[config.mk]
export PLATFORM = sky130hd
export DESIGN_NAME = c4_drop_controller_flat
export DESIGN_NICKNAME = d
export VERILOG_FILES = /design/src/rtl/c4_pkg.sv /design/src/rtl/c4_drop_controller_if.sv /design/src/rtl/c4_col_height_table.sv /design/src/rtl/c4_drop_controller.sv /design/src/flat_wrapper.sv
export SDC_FILE = /design/constraint.sdc
export NUM_CORES = 1
export LEC_CHECK = 0
export CAP_MARGIN = 10
export CORE_MARGIN = 2
export CORE_UTILIZATION = 50
export CTS_BUF_LIST = sky130_fd_sc_hd__clkbuf_8
export CTS_CLUSTER_SIZE = 24
export DETAILED_ROUTE_END_ITERATION = 8
export PLACE_DENSITY = 0.8
export SLEW_MARGIN = 10
export SYNTH_ARGS = -nofsm -noshare
export SYNTH_HDL_FRONTEND = slang
export SYNTH_HIERARCHICAL = 1
export SYNTH_SLANG_ARGS = --single-unit
export TNS_END_PERCENT = 10
[constraint.sdc]
create_clock -name clk -period 2.11 [get_ports clk]
set_input_delay 0.422 -clock clk [delete_from_list [all_inputs] [get_ports clk]]
set_output_delay 0.422 -clock clk [all_outputs]
set_load 0.01 [all_outputs]
[src/rtl/c4_pkg.sv]
// rtl/c4_pkg.sv - cell codes, game status codes and controller state encoding for the drop controller
package c4_pkg;

  typedef enum logic [1:0] {
    CELL_EMPTY = 2'b00,
    CELL_P1    = 2'b01,
    CELL_P2    = 2'b10
  } cell_t;

  typedef enum logic [1:0] {
    ST_NEXT_TURN  = 2'b00,
    ST_PLAYER_WIN = 2'b01,
    ST_TIE_GAME   = 2'b10
  } status_t;

  typedef enum logic [2:0] {
    S_CLEAR  = 3'd0,
    S_IDLE   = 3'd1,
    S_SCAN   = 3'd2,
    S_WAIT   = 3'd3,
    S_WRITE  = 3'd4,
    S_CHECK  = 3'd5,
    S_LOCKED = 3'd6
  } state_t;

  function automatic cell_t piece_for(input logic turn);
    return turn ? CELL_P2 : CELL_P1;
  endfunction

endpackage

[src/rtl/c4_drop_controller_if.sv]
// rtl/c4_drop_controller_if.sv - move request, board RAM and win-checker signals of the drop controller
interface c4_drop_controller_if #(
  parameter int ROW_W = 3,
  parameter int COL_W = 3
);
  logic             move_valid;
  logic             move_ready;
  logic [COL_W-1:0] move_col;

  logic             mem_rd_en;
  logic             mem_wr_en;
  logic [ROW_W-1:0] mem_row;
  logic [COL_W-1:0] mem_col;
  logic [1:0]       mem_wr_data;
  logic [1:0]       mem_rd_data;

  logic             check_req;
  logic [ROW_W-1:0] check_row;
  logic [COL_W-1:0] check_col;
  logic             check_ack;
  logic             check_win;

  // master is the controller; slave is the decoder/RAM/win-checker side
  modport master (
    input  move_valid, move_col, mem_rd_data, check_ack, check_win,
    output move_ready, mem_rd_en, mem_wr_en, mem_row, mem_col, mem_wr_data,
           check_req, check_row, check_col
  );

  modport slave (
    output move_valid, move_col, mem_rd_data, check_ack, check_win,
    input  move_ready, mem_rd_en, mem_wr_en, mem_row, mem_col, mem_wr_data,
           check_req, check_row, check_col
  );
endinterface

[src/rtl/c4_col_height_table.sv]
// rtl/c4_col_height_table.sv - per-column fill height, used only when C4_HEIGHT_CACHE_EN is defined
module c4_col_height_table #(
  parameter int ROWS  = 6,
  parameter int COLS  = 7,
  parameter int ROW_W = 3,
  parameter int COL_W = 3
) (
  input  logic             clk,
  input  logic             reset,
  input  logic             clear,
  input  logic             inc,
  input  logic [COL_W-1:0] inc_col,
  input  logic [COL_W-1:0] rd_col,
  output logic [ROW_W:0]   height,
  output logic             full
);

  logic [ROW_W:0] tbl [COLS];

  always_ff @(posedge clk or posedge reset) begin
    if (reset) begin
      for (int i = 0; i < COLS; i++) tbl[i] <= '0;
    end else if (clear) begin
      for (int i = 0; i < COLS; i++) tbl[i] <= '0;
    end else if (inc && (int'(inc_col) < COLS)) begin
      tbl[inc_col] <= tbl[inc_col] + 1'b1;
    end
  end

  // out-of-range columns read as empty; the controller rejects them separately
  assign height = (int'(rd_col) < COLS) ? tbl[rd_col] : '0;
  assign full   = (height >= (ROW_W+1)'(ROWS));

endmodule

[src/rtl/c4_drop_controller.sv]
// rtl/c4_drop_controller.sv - Connect-4 move sequencer: board clear, drop scan, write, win-check handoff
// Optional C4_HEIGHT_CACHE_EN replaces the RAM scan with a per-column height table.
module c4_drop_controller
  import c4_pkg::*;
#(
  parameter int ROWS  = 6,
  parameter int COLS  = 7,
  parameter int ROW_W = 3,
  parameter int COL_W = 3,
  parameter int CNT_W = 6
) (
  input  logic                 clk,
  input  logic                 reset,
  input  logic                 new_game,
  c4_drop_controller_if.master bus,
  output logic                 player_turn,
  output logic                 invalid_move,
  output logic [1:0]           in_game_status,
  output logic [CNT_W-1:0]     move_count,
  output logic                 busy
);

  localparam logic [ROW_W-1:0] ROW_TOP = ROW_W'(ROWS - 1);
  localparam logic [COL_W-1:0] COL_TOP = COL_W'(COLS - 1);
  localparam logic [CNT_W-1:0] CELLS   = CNT_W'(ROWS * COLS);

  state_t           state, state_n;
  status_t          status;
  logic [ROW_W-1:0] row_r, clr_row;
  logic [COL_W-1:0] col_r, clr_col;
  logic [CNT_W-1:0] count_inc;
  logic             col_ok, clr_last, cell_full, restart;

  assign col_ok    = (int'(bus.move_col) < COLS);
  assign clr_last  = (clr_row == ROW_TOP) && (clr_col == COL_TOP);
  assign cell_full = (bus.mem_rd_data != CELL_EMPTY);
  assign count_inc = move_count + CNT_W'(1);
  assign restart   = new_game && ((state == S_IDLE) || (state == S_LOCKED));

`ifdef C4_HEIGHT_CACHE_EN
  logic [ROW_W:0] col_height;
  logic           col_full;

  c4_col_height_table #(
    .ROWS (ROWS),
    .COLS (COLS),
    .ROW_W(ROW_W),
    .COL_W(COL_W)
  ) u_height (
    .clk    (clk),
    .reset  (reset),
    .clear  (state == S_CLEAR),
    .inc    (state == S_WRITE),
    .inc_col(col_r),
    .rd_col (bus.move_col),
    .height (col_height),
    .full   (col_full)
  );
`endif

  always_ff @(posedge clk or posedge reset) begin
    if (reset) state <= S_CLEAR;
    else       state <= state_n;
  end

  always_comb begin
    state_n = state;
    case (state)
      S_CLEAR: if (clr_last) state_n = S_IDLE;
      S_IDLE: begin
        if (restart) begin
          state_n = S_CLEAR;
        end else if (bus.move_valid && col_ok) begin
`ifdef C4_HEIGHT_CACHE_EN
          if (!col_full) state_n = S_WRITE;
`else
          state_n = S_SCAN;
`endif
        end
      end
      S_SCAN:  state_n = S_WAIT;
      S_WAIT: begin
        if (!cell_full)          state_n = S_WRITE;
        else if (row_r == ROW_TOP) state_n = S_IDLE;
        else                     state_n = S_SCAN;
      end
      S_WRITE: state_n = S_CHECK;
      S_CHECK: begin
        if (bus.check_ack) begin
          if (bus.check_win || (count_inc == CELLS)) state_n = S_LOCKED;
          else                                       state_n = S_IDLE;
        end
      end
      S_LOCKED: if (restart) state_n = S_CLEAR;
      default:  state_n = S_CLEAR;
    endcase
  end

  always_ff @(posedge clk or posedge reset) begin
    if (reset) begin
      clr_row      <= '0;
      clr_col      <= '0;
      row_r        <= '0;
      col_r        <= '0;
      player_turn  <= 1'b0;
      move_count   <= '0;
      status       <= ST_NEXT_TURN;
      invalid_move <= 1'b0;
    end else begin
      invalid_move <= 1'b0;
      if (restart) begin
        clr_row     <= '0;
        clr_col     <= '0;
        player_turn <= 1'b0;
        move_count  <= '0;
        status      <= ST_NEXT_TURN;
      end else begin
        case (state)
          S_CLEAR: begin
            if (clr_col == COL_TOP) begin
              clr_col <= '0;
              clr_row <= clr_last ? '0 : clr_row + 1'b1;
            end else begin
              clr_col <= clr_col + 1'b1;
            end
          end
          S_IDLE: begin
            if (bus.move_valid) begin
              col_r <= bus.move_col;
`ifdef C4_HEIGHT_CACHE_EN
              row_r <= col_height[ROW_W-1:0];
              if (!col_ok || col_full) invalid_move <= 1'b1;
`else
              row_r <= '0;
              if (!col_ok) invalid_move <= 1'b1;
`endif
            end
          end
          S_WAIT: begin
            if (cell_full) begin
              if (row_r == ROW_TOP) invalid_move <= 1'b1;
              else                  row_r <= row_r + 1'b1;
            end
          end
          S_CHECK: begin
            // a win freezes the turn so the winner stays visible on player_turn
            if (bus.check_ack) begin
              if (bus.check_win) begin
                status <= ST_PLAYER_WIN;
              end else begin
                move_count <= count_inc;
                if (count_inc == CELLS) begin
                  status <= ST_TIE_GAME;
                end else begin
                  status      <= ST_NEXT_TURN;
                  player_turn <= ~player_turn;
                end
              end
            end
          end
          default: ;
        endcase
      end
    end
  end

  always_comb begin
    bus.move_ready  = (state == S_IDLE);
    bus.mem_rd_en   = 1'b0;
    bus.mem_wr_en   = 1'b0;
    bus.mem_row     = '0;
    bus.mem_col     = '0;
    bus.mem_wr_data = CELL_EMPTY;
    bus.check_req   = 1'b0;
    bus.check_row   = '0;
    bus.check_col   = '0;
    case (state)
      S_CLEAR: begin
        // held off while reset is asserted so no strobe escapes during reset
        bus.mem_wr_en = ~reset;
        bus.mem_row   = clr_row;
        bus.mem_col   = clr_col;
      end
      S_SCAN: begin
        bus.mem_rd_en = 1'b1;
        bus.mem_row   = row_r;
        bus.mem_col   = col_r;
      end
      S_WRITE: begin
        bus.mem_wr_en   = 1'b1;
        bus.mem_row     = row_r;
        bus.mem_col     = col_r;
        bus.mem_wr_data = piece_for(player_turn);
      end
      S_CHECK: begin
        bus.check_req = 1'b1;
        bus.check_row = row_r;
        bus.check_col = col_r;
      end
      default: ;
    endcase
  end

  assign busy           = ~bus.move_ready;
  assign in_game_status = status;

endmodule

[src/flat_wrapper.sv]
// flat-port wrapper written by rule: the top's interface ports become plain ports
module c4_drop_controller_flat import c4_pkg::*;
#(
  parameter int ROWS  = 6,
  parameter int COLS  = 7,
  parameter int ROW_W = 3,
  parameter int COL_W = 3,
  parameter int CNT_W = 6
)
  (clk, reset, new_game, player_turn, invalid_move, in_game_status, move_count, busy, bus_move_valid, bus_move_col, bus_mem_rd_data, bus_check_ack, bus_check_win, bus_move_ready, bus_mem_rd_en, bus_mem_wr_en, bus_mem_row, bus_mem_col, bus_mem_wr_data, bus_check_req, bus_check_row, bus_check_col);
  c4_drop_controller_if #(.ROW_W(ROW_W), .COL_W(COL_W)) bus_i ();
  input  logic clk;
  input  logic reset;
  input  logic new_game;
  output logic player_turn;
  output logic invalid_move;
  output logic [1:0] in_game_status;
  output logic [CNT_W-1:0] move_count;
  output logic busy;
  input wire logic [$bits(bus_i.move_valid)-1:0] bus_move_valid;
  input wire logic [$bits(bus_i.move_col)-1:0] bus_move_col;
  input wire logic [$bits(bus_i.mem_rd_data)-1:0] bus_mem_rd_data;
  input wire logic [$bits(bus_i.check_ack)-1:0] bus_check_ack;
  input wire logic [$bits(bus_i.check_win)-1:0] bus_check_win;
  output wire logic [$bits(bus_i.move_ready)-1:0] bus_move_ready;
  output wire logic [$bits(bus_i.mem_rd_en)-1:0] bus_mem_rd_en;
  output wire logic [$bits(bus_i.mem_wr_en)-1:0] bus_mem_wr_en;
  output wire logic [$bits(bus_i.mem_row)-1:0] bus_mem_row;
  output wire logic [$bits(bus_i.mem_col)-1:0] bus_mem_col;
  output wire logic [$bits(bus_i.mem_wr_data)-1:0] bus_mem_wr_data;
  output wire logic [$bits(bus_i.check_req)-1:0] bus_check_req;
  output wire logic [$bits(bus_i.check_row)-1:0] bus_check_row;
  output wire logic [$bits(bus_i.check_col)-1:0] bus_check_col;
  assign bus_i.move_valid = bus_move_valid;
  assign bus_i.move_col = bus_move_col;
  assign bus_i.mem_rd_data = bus_mem_rd_data;
  assign bus_i.check_ack = bus_check_ack;
  assign bus_i.check_win = bus_check_win;
  assign bus_move_ready = bus_i.move_ready;
  assign bus_mem_rd_en = bus_i.mem_rd_en;
  assign bus_mem_wr_en = bus_i.mem_wr_en;
  assign bus_mem_row = bus_i.mem_row;
  assign bus_mem_col = bus_i.mem_col;
  assign bus_mem_wr_data = bus_i.mem_wr_data;
  assign bus_check_req = bus_i.check_req;
  assign bus_check_row = bus_i.check_row;
  assign bus_check_col = bus_i.check_col;
  c4_drop_controller #(.ROWS(ROWS), .COLS(COLS), .ROW_W(ROW_W), .COL_W(COL_W), .CNT_W(CNT_W)) u_core (.clk(clk), .reset(reset), .new_game(new_game), .bus(bus_i), .player_turn(player_turn), .invalid_move(invalid_move), .in_game_status(in_game_status), .move_count(move_count), .busy(busy));
endmodule
-- Yosys cells after proc, flatten, opt, wreduce, memory -nomap -nowiden
Cells that the tools add are included.
- $mul: 0
- bitwise operators: 4
- muxes and demuxes: 49
- eq/ne operators: 19
- shift-type cells: 0
- $add $sub $neg: 4
- divide/modulo/power cells: 0
- magnitude comparators: 1
- reduce and logical (&&, ||, !) cells: 20
- operators by type and width (kind ; count):
    2-to-1 mux 3 bit ; 19
    2-to-1 mux 6 bit ; 4
    one-hot mux 3 bit (7 select lines) ; 1
    equality test 3 bit, second input constant ; 6
    one-hot mux 3 bit (2 select lines) ; 3
    2-to-1 mux 2 bit ; 8
    2-to-1 mux 1 bit ; 12
    nonzero test 2 bit ; 6
    inequality test 2 x 1 -> 1 bit, second input constant ; 5
    adder 3 x 1 -> 3 bit, second input constant ; 3
    AND reduction 4 bit ; 2
    adder 6 x 1 -> 6 bit, second input constant ; 1
    equality test 3 x 2 -> 1 bit, second input constant ; 2
    equality test 6 bit, second input constant ; 1
    inequality test 2 bit, second input constant ; 3
    AND reduction 3 bit ; 2
    AND reduction 5 bit ; 1
    NOT 1 bit ; 4
    one-hot mux 1 bit (2 select lines) ; 2
    AND reduction 2 bit ; 2
    equality test 3 x 1 -> 1 bit, second input constant ; 1
    logical AND 1 bit ; 3
    zero test 3 bit ; 1
    less-than comparator 3 bit, second input constant ; 1
    other kinds (3) ; 4
- memories kept: 0
- flip-flop bits (word level): 25
- output and inout port bits: 29
- RAM bits: 0
- bits in read-only memories: 0
- latch bits: 0

-- Logic depth before layout (Yosys ltp)
Gate-level depths: netlist of run 1.
- depth in word-level cells: 7
- mapped depth: 7

-- Worst setup path before layout of run 1
Ideal clock, no wire load.
- path type: flip-flop to output port
- from: reg u_core.state[1]
- to: out bus_mem_wr_data[1]
- stages on the path, launching flop included: 5
- setup slack: 289 ps
- arrival: 1399 ps
- buffers on the path: 3
- cell sequence: dfrtp_1 -> buf_6 -> buf_2 -> buf_2 -> nor4b_1
- longest elaborated chain between the ends: 2
- RTL lines (element ; RTL line ; text):
    start, declared ; c4_drop_controller.sv:27 ; state_t state, state_n;
    start signal, assigned ; c4_drop_controller.sv:63 ; else state <= state_n;
    equality test 3 bit ; c4_drop_controller.sv:177 ; case (state)
    2-to-1 mux 2 bit ; c4_drop_controller.sv:177 ;
    end, declared ; flat_wrapper.sv:30 ; output wire logic [$bits(bus_i.mem_wr_data)-1:0] bus_mem_wr_data;
No other way between the ends.

-- Worst setup path after layout of run 1
- from: reg u_core.state[1]
- to: out busy
- longest elaborated chain between the ends: 2
- RTL lines (element ; RTL line ; text):
    equality test 3 x 1 -> 1 bit ; c4_drop_controller.sv:168 ; bus.move_ready = (state == S_IDLE);
    NOT 1 bit ; c4_drop_controller.sv:204 ; assign busy = ~bus.move_ready;
    end, declared ; flat_wrapper.sv:19 ; output logic busy;
No other way between the ends.

==> flow_summary_export.csv, run 1 <==
group,metric,value,unit
status,status,"finished clean",
power,p_per_area,907,mW/mm^2
yosys,synth_edf_count,0,
timing,slew_headroom,73.7,%
floorplan,start_util,51.3,%
placed_design,place.gp.congestion,0.829,
cells_and_area,layout-drive-gt1-share,15.3,%
route,drt-pass1-iter-count,4,
power,p_leak,1.07,nW
cells_and_area,final_common_cell,"dfrtp_1",
clocking,hold_buffers,0,
clocking,cts_tree,"done",
route,vias_per_cell,5.44,
cells_and_area,finalInstanceArea,0.00231,sq mm
yosys,ys_async_sr_fraction,100,%
yosys,synth_nets,210,
floorplan,io_pins,40,
worst_setup_path,reg2reg_from,"u_core/state[1]$_DFFE_PP0P_",
yosys,yosys_warnings,6,
timing,rsz0062_at_grt,"true",
floorplan,dieArea,0.00388,sq mm
yosys,synth_cells,193,
cells_and_area,nets,267,
placed_design,place_area,0.00223,sq mm
global_route,grt_pass1_vias,1503,
yosys,yosysTopAreaCellShare,36.8,%
route,drc_errors,0,
floorplan,core_area,0.00331,sq mm
floorplan,die_w,62.3,um
worst_setup_path,crit_type,"flop to primary output",
timing,setup_viol,0,
cells_and_area,fillers,267,
clocking,clock-sinks,25,
timing,period_minus_slack,2.06,ns
timing,worst_pin_slew,0.392,ns
yosys,ys_ff_latch,25,
placed_design,dp_hpwl,3040,um
timing,fmax,486,MHz
cells_and_area,multiInputGateArea,990,sq um
cells_and_area,seqCellArea,628,sq um
yosys,netlist_area,0.00170,sq mm
worst_setup_path,startpoint_type,"flop",
global_route,grt_usage,23.0,%
job,cap_violations,0,
worst_setup_path,arrival,1.64,ns
floorplan,rows,21,
worst_setup_path,cp_max_fo,7,
floorplan,dieHeight,62.3,um
clocking,cts_buffers,3,
route,drt-total-wl,4110,um
yosys,yosys_most_used_dff,"dfrtp_1",
yosys,synth-seq-area-share,36.8,%
timing,period_share,97.5,%
hold_path,hold_path_class,"primary input to async pin",
route,wl_per_cell,13.9,um
cells_and_area,diodes,0,
yosys,syn_area_per_cell,8.80,sq um
yosys,yosysTopAreaCell,"dfrtp_1",
cells_and_area,final_cell_mix,"dfrtp_1, clkdlybuf4s50_1, buf_4",
worst_setup_path,startpoint,"u_core/state[1]$_DFFE_PP0P_",
clocking,path_clk_slew,0.09,ns
route,antenna_left,0,
timing,fin_skew,0.00413,ns
global_route,overflow,0,
power,ir_worst_vdd,0.000537,V
worst_setup_path,worst-endpoint-required,1.69,ns
global_route,grt_max_degree,26,
placed_design,port-buffer-count,39,
global_route,grt_pass1_wl,7250,um
route,vias,1605,
clocking,clk_path_buf_depth,2,
timing,finalHoldViolations,0,
cells_and_area,fin_util,69.7,%
clocking,clk_latency,0.27,ns
clocking,h-tree-depth,1,
clocking,root_buffer,"clkbuf_8",
yosys,yosysUniqueCellTypes,46,
yosys,synth.area.top_cells,"dfrtp_1, mux2i_1, ha_1",
global_route,antenna_found_initial,0,
worst_setup_path,end_kind,"primary output",
cells_and_area,syn_to_final_growth,35.9,%
timing,drv_slew,0,
route,drt-initial-drc-count,87,
[report_power, final]
group	internal, mW	switching [mW]
Combinational	0.539	0.495
Sequential	0.599	0.175
Clock	0.132	0.153
[logic make-up (layout without fill, tap and decap cells)]
| kind of cell | after synthesis | count (layout) | share of synthesized area (%) |
|---|---|---|---|
| buf+inv | 18 | 74 | 5.01 |
| flops | 25 | 25 | 36.8 |
| simple gates | 81 | 81 | 26.8 |
| fa+ha+maj | 6 | 6 | 4.42 |
| xor+xnor | 4 | 4 | 2.06 |
| mux | 12 | 12 | 7.30 |
| compound gates | 47 | 47 | 17.5 |
[path summary, 6_finish.rpt]
kind                                                        end  slack (ns)  cells past startpoint
setup / recovery                                           busy        0.05                      2
hold / removal                   u_core/player_turn$_DFFE_PP0P_        0.54                      3
setup reg to reg                    u_core/state[0]$_DFFE_PP0P_        0.13                      7
hold reg to reg            u_core/in_game_status[1]$_DFFE_PP0P_        0.55                      2
max in group asynchronous           u_core/state[0]$_DFFE_PP0P_        1.30                      3
min in group clk           u_core/in_game_status[1]$_DFFE_PP0P_        0.55                      2
[Yosys cell counts (5+ instances only)]
library cell  count
a21oi_1          12
and2_1            5
buf_2             5
dfrtp_1          25
ha_1              6
inv_1             9
mux2i_1           9
nand2_1          19
nand3_1          10
nor2_1           19
o21ai_0          15
o22a_1            6
[flip-flops by register name, indices dropped and copies added (netlist names)]
name                   flops
u_core/row_r               3
u_core/clr_row             3
u_core/player_turn         1
u_core/col_r               3
u_core/in_game_status      2
u_core/clr_col             3
u_core/move_count          6
u_core/state               3
u_core/invalid_move        1
[critical path: stages, from the launching register on]
cell,delay [ns]
dfrtp_2,0.47
or3b_4,0.41
clkdlybuf4s50_1,0.49
[routing by layer]
metal | vias to the layer above | wire, um | global-route usage [%]
met2 | 49 | 1930 | 37.9
li1 | 802 | - | -
met3 | 6 | 250 | 3.80
met4 | 0 | 50 | 4.17
met1 | 748 | 1880 | 32.3
met5 | - | 0 | 0
[layout make-up]
cell class / count / share of cell area, %
flip-flops and latches: 25 / 27.2
inverters: 9 / 1.46
clock inverters: 1 / 0.217
repair buffers: 61 / 23.9
clock buffers: 3 / 1.79
well taps: 46 / 2.49
multi-input cells: 150 / 42.9
[per-stage QoR]
stage | total power, mW | setup WS [ns] | hold WS, ns | instances | setup TNS (ns)
final | 2.09 | 0.0518 | 0.543 | 295 | 0
after global routing | 2.28 | -0.00916 | 0.579 | 295 | -0.0231
after CTS | 2.09 | -0.00634 | 0.545 | 294 | -0.00634
after detailed placement | 1.82 | 0.0260 | 0.535 | 286 | 0
after global placement | 1.80 | 0.0372 | 0.523 | 286 | 0
after floorplan | 1.37 | 0.289 | 0.449 | 193 | 0
[what timing repair did]
action,4_1_cts,5_1_grt
pin swaps,1,1
resized for setup,19,3
setup buffers,4,1
setup endpoints to repair,19,4
hold endpoints to repair,0,0
gates cloned,0,0
Power figures use the tool's default switching activity.
==> run 2: changes to the inputs <==
==> constraint.sdc (replaced) <==
create_clock -name clk -period 2.1 [get_ports clk]
set_input_delay 0.42 -clock clk [delete_from_list [all_inputs] [get_ports clk]]
set_output_delay 0.42 -clock clk [all_outputs]
set_load 0.01 [all_outputs]
==> flow_summary_export.csv, run 2 (same netlist as run 1, synthesis figures left out) <==
group,metric,value,unit
status,status,"finished clean",
floorplan,rows,21,
worst_setup_path,crit_type,"flop to primary output",
power,ir_worst_vdd,0.000509,V
worst_setup_path,cp_max_fo,6,
worst_setup_path,arrival,1.63,ns
timing,fmax,487,MHz
route,vias,1655,
timing,period_share,97.7,%
power,p_per_area,910,mW/mm^2
worst_setup_path,startpoint_type,"flop",
global_route,antenna_found_initial,0,
timing,rsz0062_at_grt,"true",
cells_and_area,multiInputGateArea,990,sq um
route,vias_per_cell,5.59,
timing,setup_ws,0.0478,ns
floorplan,dieHeight,62.3,um
route,wl_per_cell,14.1,um
cells_and_area,largest_register_ffs,6,
cells_and_area,layout-drive-gt1-share,15.6,%
placed_design,dp_hpwl,3120,um
timing,setup_tns,0,ns
floorplan,start_util,51.3,%
power,switching_share,39.6,%
worst_setup_path,reg2reg_from,"u_core/state[1]$_DFFE_PP0P_",
worst_setup_path,reg2reg_depth,7,
power,switchingPower,0.826,mW
global_route,grt_pass1_wl,7490,um
floorplan,io_pins,40,
global_route,grt_usage,23.8,%
placed_design,place.gp.congestion,0.835,
route,antenna_left,0,
cells_and_area,final_common_cell,"dfrtp_1",
clocking,clock-sinks,25,
timing,worst_pin_slew,0.408,ns
global_route,grt_max_degree,26,
cells_and_area,syn_to_final_growth,34.9,%
timing,setup_viol,0,
floorplan,core_area,0.00331,sq mm
route,drc_errors,0,
cells_and_area,fillers,304,
power,pwr-share-clk,14.1,%
worst_setup_path,rrSetupSlack,0.16,ns
route,drt-total-wl,4160,um
worst_setup_path,worst-endpoint-required,1.68,ns
timing,holdWs,0.536,ns
power,combPwrFrac,49.0,%
placed_design,dp_cells,287,
floorplan,die_w,62.3,um
worst_setup_path,end_kind,"primary output",
power,p_int,1.26,mW
power,p_leak,1.04,nW
timing,slew_headroom,72.7,%
power,p_seq_share,36.8,%
cells_and_area,nets,268,
worst_setup_path,crit_chain,"or3b_4, clkdlybuf4s50_1",
floorplan,dieArea,0.00388,sq mm
clocking,clk_path_buf_depth,2,
job,cap_violations,0,
placed_design,dpl_worst_slack,0.00251,ns
clocking,root_buffer,"clkbuf_8",
timing,drv_slew,0,
clocking,h-tree-depth,1,
route,drt-initial-drc-count,88,
worst_setup_path,slowest_stage,"clkdlybuf4s50_1",
worst_setup_path,timing.rr.end,"u_core/state[0]$_DFFE_PP0P_",
hold_path,hold_path_class,"primary input to async pin",
timing,fin_skew,0.00458,ns
placed_design,port-buffer-count,39,
cells_and_area,final_cell_mix,"dfrtp_1, buf_4, clkdlybuf4s50_1",
clocking,cts_tree,"done",
power,p_total,2.09,mW
cells_and_area,seqCellArea,627,sq um
route,drt-pass1-iter-count,4,
cells_and_area,diodes,0,
clocking,clk_latency,0.27,ns
global_route,overflow,0,
global_route,grt_pass1_vias,1595,
cells_and_area,largest-register,"u_core/move_count",
clocking,cts_buffers,3,
timing,finalHoldViolations,0,
cells_and_area,instances_no_fill,296,
timing,period_minus_slack,2.05,ns
clocking,path_clk_slew,0.09,ns
worst_setup_path,crit_path_max_incr_delay,0.49,ns
run 2: changes by cell type in the layout (fill, tap and decap cells not counted), sizes merged:
| cell | change |
|---|---|
| clkbuf | +2 |
| dlygate4sd2 | +2 |
| dlymetal6s2s | -2 |
| clkdlybuf4s15 | -1 |
run 2: timing repair:
action                                  4_1_cts  5_1_grt
pin swaps                                     1        1
resized for setup                            20        4
endpoints found under the setup margin       19        5
hold buffers                                  0        0
setup buffers                                 4        1
run 2: metrics by stage:
| step | util, % | area, sq um |
|---|---|---|
| 2_1_floorplan | - | 1700 |
| 3_3_place_gp | 67.3 | 2230 |
| 3_5_place_dp | 67.3 | 2230 |
| 4_1_cts | 69.0 | 2280 |
| 5_1_grt | 69.2 | 2290 |
| 6_report | 69.2 | 2290 |
run 2: worst max-delay path, delay by kind of cell, from the launching register on:
kind          cells  cell delay (ns)
buf+inv           1             0.49
flops             1             0.47
simple gates      1             0.40
run 2: how the worst max path moves through the flow:
stage,depth (start not counted),slack (ns),end,from
6_report,2,0.05,busy,u_core/state[1]$_DFFE_PP0P_
5_1_grt,5,-0.01,bus_mem_row[0],u_core/state[2]$_DFFE_PP0P_
4_1_cts,2,0.05,busy,u_core/state[1]$_DFFE_PP0P_
3_5_place_dp,4,0.003,bus_check_row[1],u_core/state[1]$_DFFE_PP0P_
3_3_place_gp,3,0.03,bus_mem_wr_en,reset
2_1_floorplan,4,0.28,bus_mem_wr_data[1],u_core/state[1]$_DFFE_PP0P_
run 2: power by group through the flow:
stage	sequential, mW	combinational (mW)	clock [mW]
6_report	0.768	1.02	0.295
5_1_grt	0.795	1.13	0.325
4_1_cts	0.764	1.02	0.304
3_5_place_dp	0.782	1.03	0
3_3_place_gp	0.778	1.01	0
2_1_floorplan	0.745	0.629	0
run 2: layout make-up:
cell class | instances | share of cell area [%]
Clock inverter | 1 | 0.218
Tap cell | 46 | 2.51
Timing Repair Buffer | 62 | 23.4
Multi-Input combinational cell | 150 | 43.2
Clock buffer | 3 | 1.80
Sequential cell | 25 | 27.4
Inverter | 9 | 1.47
run 2: per-layer routing:
layer / GRT usage [%] / vias to the layer above / wire [um]
met5: 0 / - / 0
met4: 8.89 / 0 / 68
met3: 3.26 / 8 / 190
met2: 38.2 / 47 / 1930
met1: 32.8 / 798 / 1970
li1: - / 802 / -
==> run 3: changes to the inputs <==
--- a/config.mk
+++ b/config.mk
@@ -12,6 +12,8 @@
 export CTS_CLUSTER_SIZE = 24
 export DETAILED_ROUTE_END_ITERATION = 8
 export PLACE_DENSITY = 0.8
+export SKIP_CTS_REPAIR_TIMING = 1
+export SKIP_LAST_GASP = 1
 export SLEW_MARGIN = 10
 export SYNTH_ARGS = -nofsm -noshare
 export SYNTH_HDL_FRONTEND = slang
==> flow_summary_export.csv, run 3 (same netlist as run 1, synthesis figures left out) <==
group,metric,value,unit
global_route,grt_max_degree,26,
power,switching_share,39.0,%
worst_setup_path,startpoint_type,"flop",
timing,fmax,432,MHz
route,vias,1619,
power,pwr-share-clk,13.9,%
cells_and_area,finalInstanceArea,0.00231,sq mm
cells_and_area,largest_register_ffs,6,
global_route,grt_pass1_wl,7300,um
worst_setup_path,cp_max_fo,7,
cells_and_area,final_common_cell,"clkdlybuf4s50_1",
cells_and_area,fillers,298,
clocking,clock-sinks,25,
worst_setup_path,crit_chain,"buf_2, mux2i_1, o22a_1, nor2_1, clkdlybuf4s50_1",
cells_and_area,final_cell_mix,"clkdlybuf4s50_1, dfrtp_1, buf_4",
placed_design,dpl_worst_slack,0.00251,ns
cells_and_area,layout-drive-gt1-share,14.5,%
floorplan,io_pins,40,
clocking,path_clk_slew,0.09,ns
status,status,"finished with violations",
route,drc_errors,0,
cells_and_area,nets,266,
power,p_seq_share,36.4,%
cells_and_area,diodes,0,
clocking,h-tree-depth,1,
clocking,clk_latency,0.27,ns
route,vias_per_cell,5.51,
worst_setup_path,arrival,1.89,ns
worst_setup_path,crit_path_max_incr_delay,0.53,ns
placed_design,dp_hpwl,3120,um
worst_setup_path,end_kind,"primary output",
route,wl_per_cell,13.9,um
timing,drv_slew,0,
route,drt-total-wl,4100,um
timing,worst_pin_slew,0.397,ns
timing,setup_ws,-0.214,ns
cells_and_area,largest-register,"u_core/move_count",
power,combPwrFrac,49.7,%
placed_design,dp_cells,287,
timing,holdWs,0.537,ns
floorplan,dieHeight,62.3,um
clocking,clk_path_buf_depth,2,
timing,period_minus_slack,2.31,ns
worst_setup_path,rrSetupSlack,0.11,ns
status,violations,"setup timing",
cells_and_area,syn_to_final_growth,35.8,%
power,ir_worst_vdd,0.000520,V
route,antenna_left,0,
worst_setup_path,worst-endpoint-required,1.68,ns
worst_setup_path,crit_type,"flop to primary output",
clocking,root_buffer,"clkbuf_8",
power,switchingPower,0.824,mW
global_route,grt_usage,23.2,%
job,cap_violations,0,
power,p_int,1.29,mW
power,p_leak,0.973,nW
floorplan,core_area,0.00331,sq mm
route,drt-initial-drc-count,74,
global_route,grt_pass1_vias,1558,
floorplan,die_w,62.3,um
timing,fin_skew,0.00180,ns
clocking,cts_tree,"done",
placed_design,port-buffer-count,39,
timing,finalHoldViolations,0,
worst_setup_path,reg2reg_depth,7,
hold_path,hold_path_class,"primary input to async pin",
timing,slew_headroom,73.4,%
power,p_per_area,917,mW/mm^2
global_route,antenna_found_initial,0,
floorplan,rows,21,
timing,rsz0062_at_grt,"true",
floorplan,start_util,51.3,%
route,drt-pass1-iter-count,4,
cells_and_area,instances_no_fill,294,
placed_design,place.gp.congestion,0.835,
global_route,overflow,0,
clocking,cts_buffers,3,
placed_design,place_area,0.00223,sq mm
worst_setup_path,slowest_stage,"clkdlybuf4s50_1",
power,p_total,2.11,mW
floorplan,dieArea,0.00388,sq mm
timing,setup_viol,16,
timing,period_share,110,%
[run 3: critical path: cells and delay by family (launching register included)]
family	cells	cell delay, ns
buf+inv	2	0.72
compound gates	1	0.20
mux	1	0.13
flops	1	0.48
simple gates	1	0.08
[run 3: layout make-up]
type / count / area, sq um / share of cell area [%]
Multi-Input combinational cell: 150 / 993 / 43.1
Sequential cell: 25 / 627 / 27.2
Timing Repair Buffer: 60 / 548 / 23.8
Tap cell: 46 / 57.6 / 2.50
Clock buffer: 3 / 41.3 / 1.79
Inverter: 9 / 33.8 / 1.47
Clock inverter: 1 / 5.00 / 0.217
[run 3: metrics by stage]
| stage | utilization, % | TNS, ns |
|---|---|---|
| after floorplan | - | 0 |
| after global placement | 67.3 | 0 |
| after detailed placement | 67.3 | 0 |
| after CTS | 68.7 | -4.81 |
| after global routing | 69.7 | -3.77 |
| final | 69.7 | -2.29 |
[run 3: path summary, 6_finish.rpt]
check | from | to
min in group clk | u_core/move_count[5]$_DFFE_PP0P_ | u_core/move_count[5]$_DFFE_PP0P_
max | u_core/state[1]$_DFFE_PP0P_ | bus_mem_row[1]
min | reset | u_core/clr_col[0]$_DFFE_PP0P_
max reg2reg | u_core/state[1]$_DFFE_PP0P_ | u_core/state[0]$_DFFE_PP0P_
max in group asynchronous | reset | u_core/state[1]$_DFFE_PP0P_
min reg2reg | u_core/move_count[5]$_DFFE_PP0P_ | u_core/move_count[5]$_DFFE_PP0P_
[run 3: layer usage]
metal  global-route usage, %  part of all wire (%)
met1                    31.9                    47
met4                    8.06                   1.8
met3                    3.26                   5.3
met5                       0                     0
met2                    37.8                    46
[run 3: power groups by stage]
| stage | registers, mW | logic [mW] | clock network [mW] |
|---|---|---|---|
| floorplan | 0.745 | 0.629 | 0 |
| global placement | 0.778 | 1.01 | 0 |
| detailed placement | 0.782 | 1.03 | 0 |
| CTS | 0.772 | 1.04 | 0.304 |
| global route | 0.795 | 1.16 | 0.324 |
| finish | 0.770 | 1.05 | 0.293 |
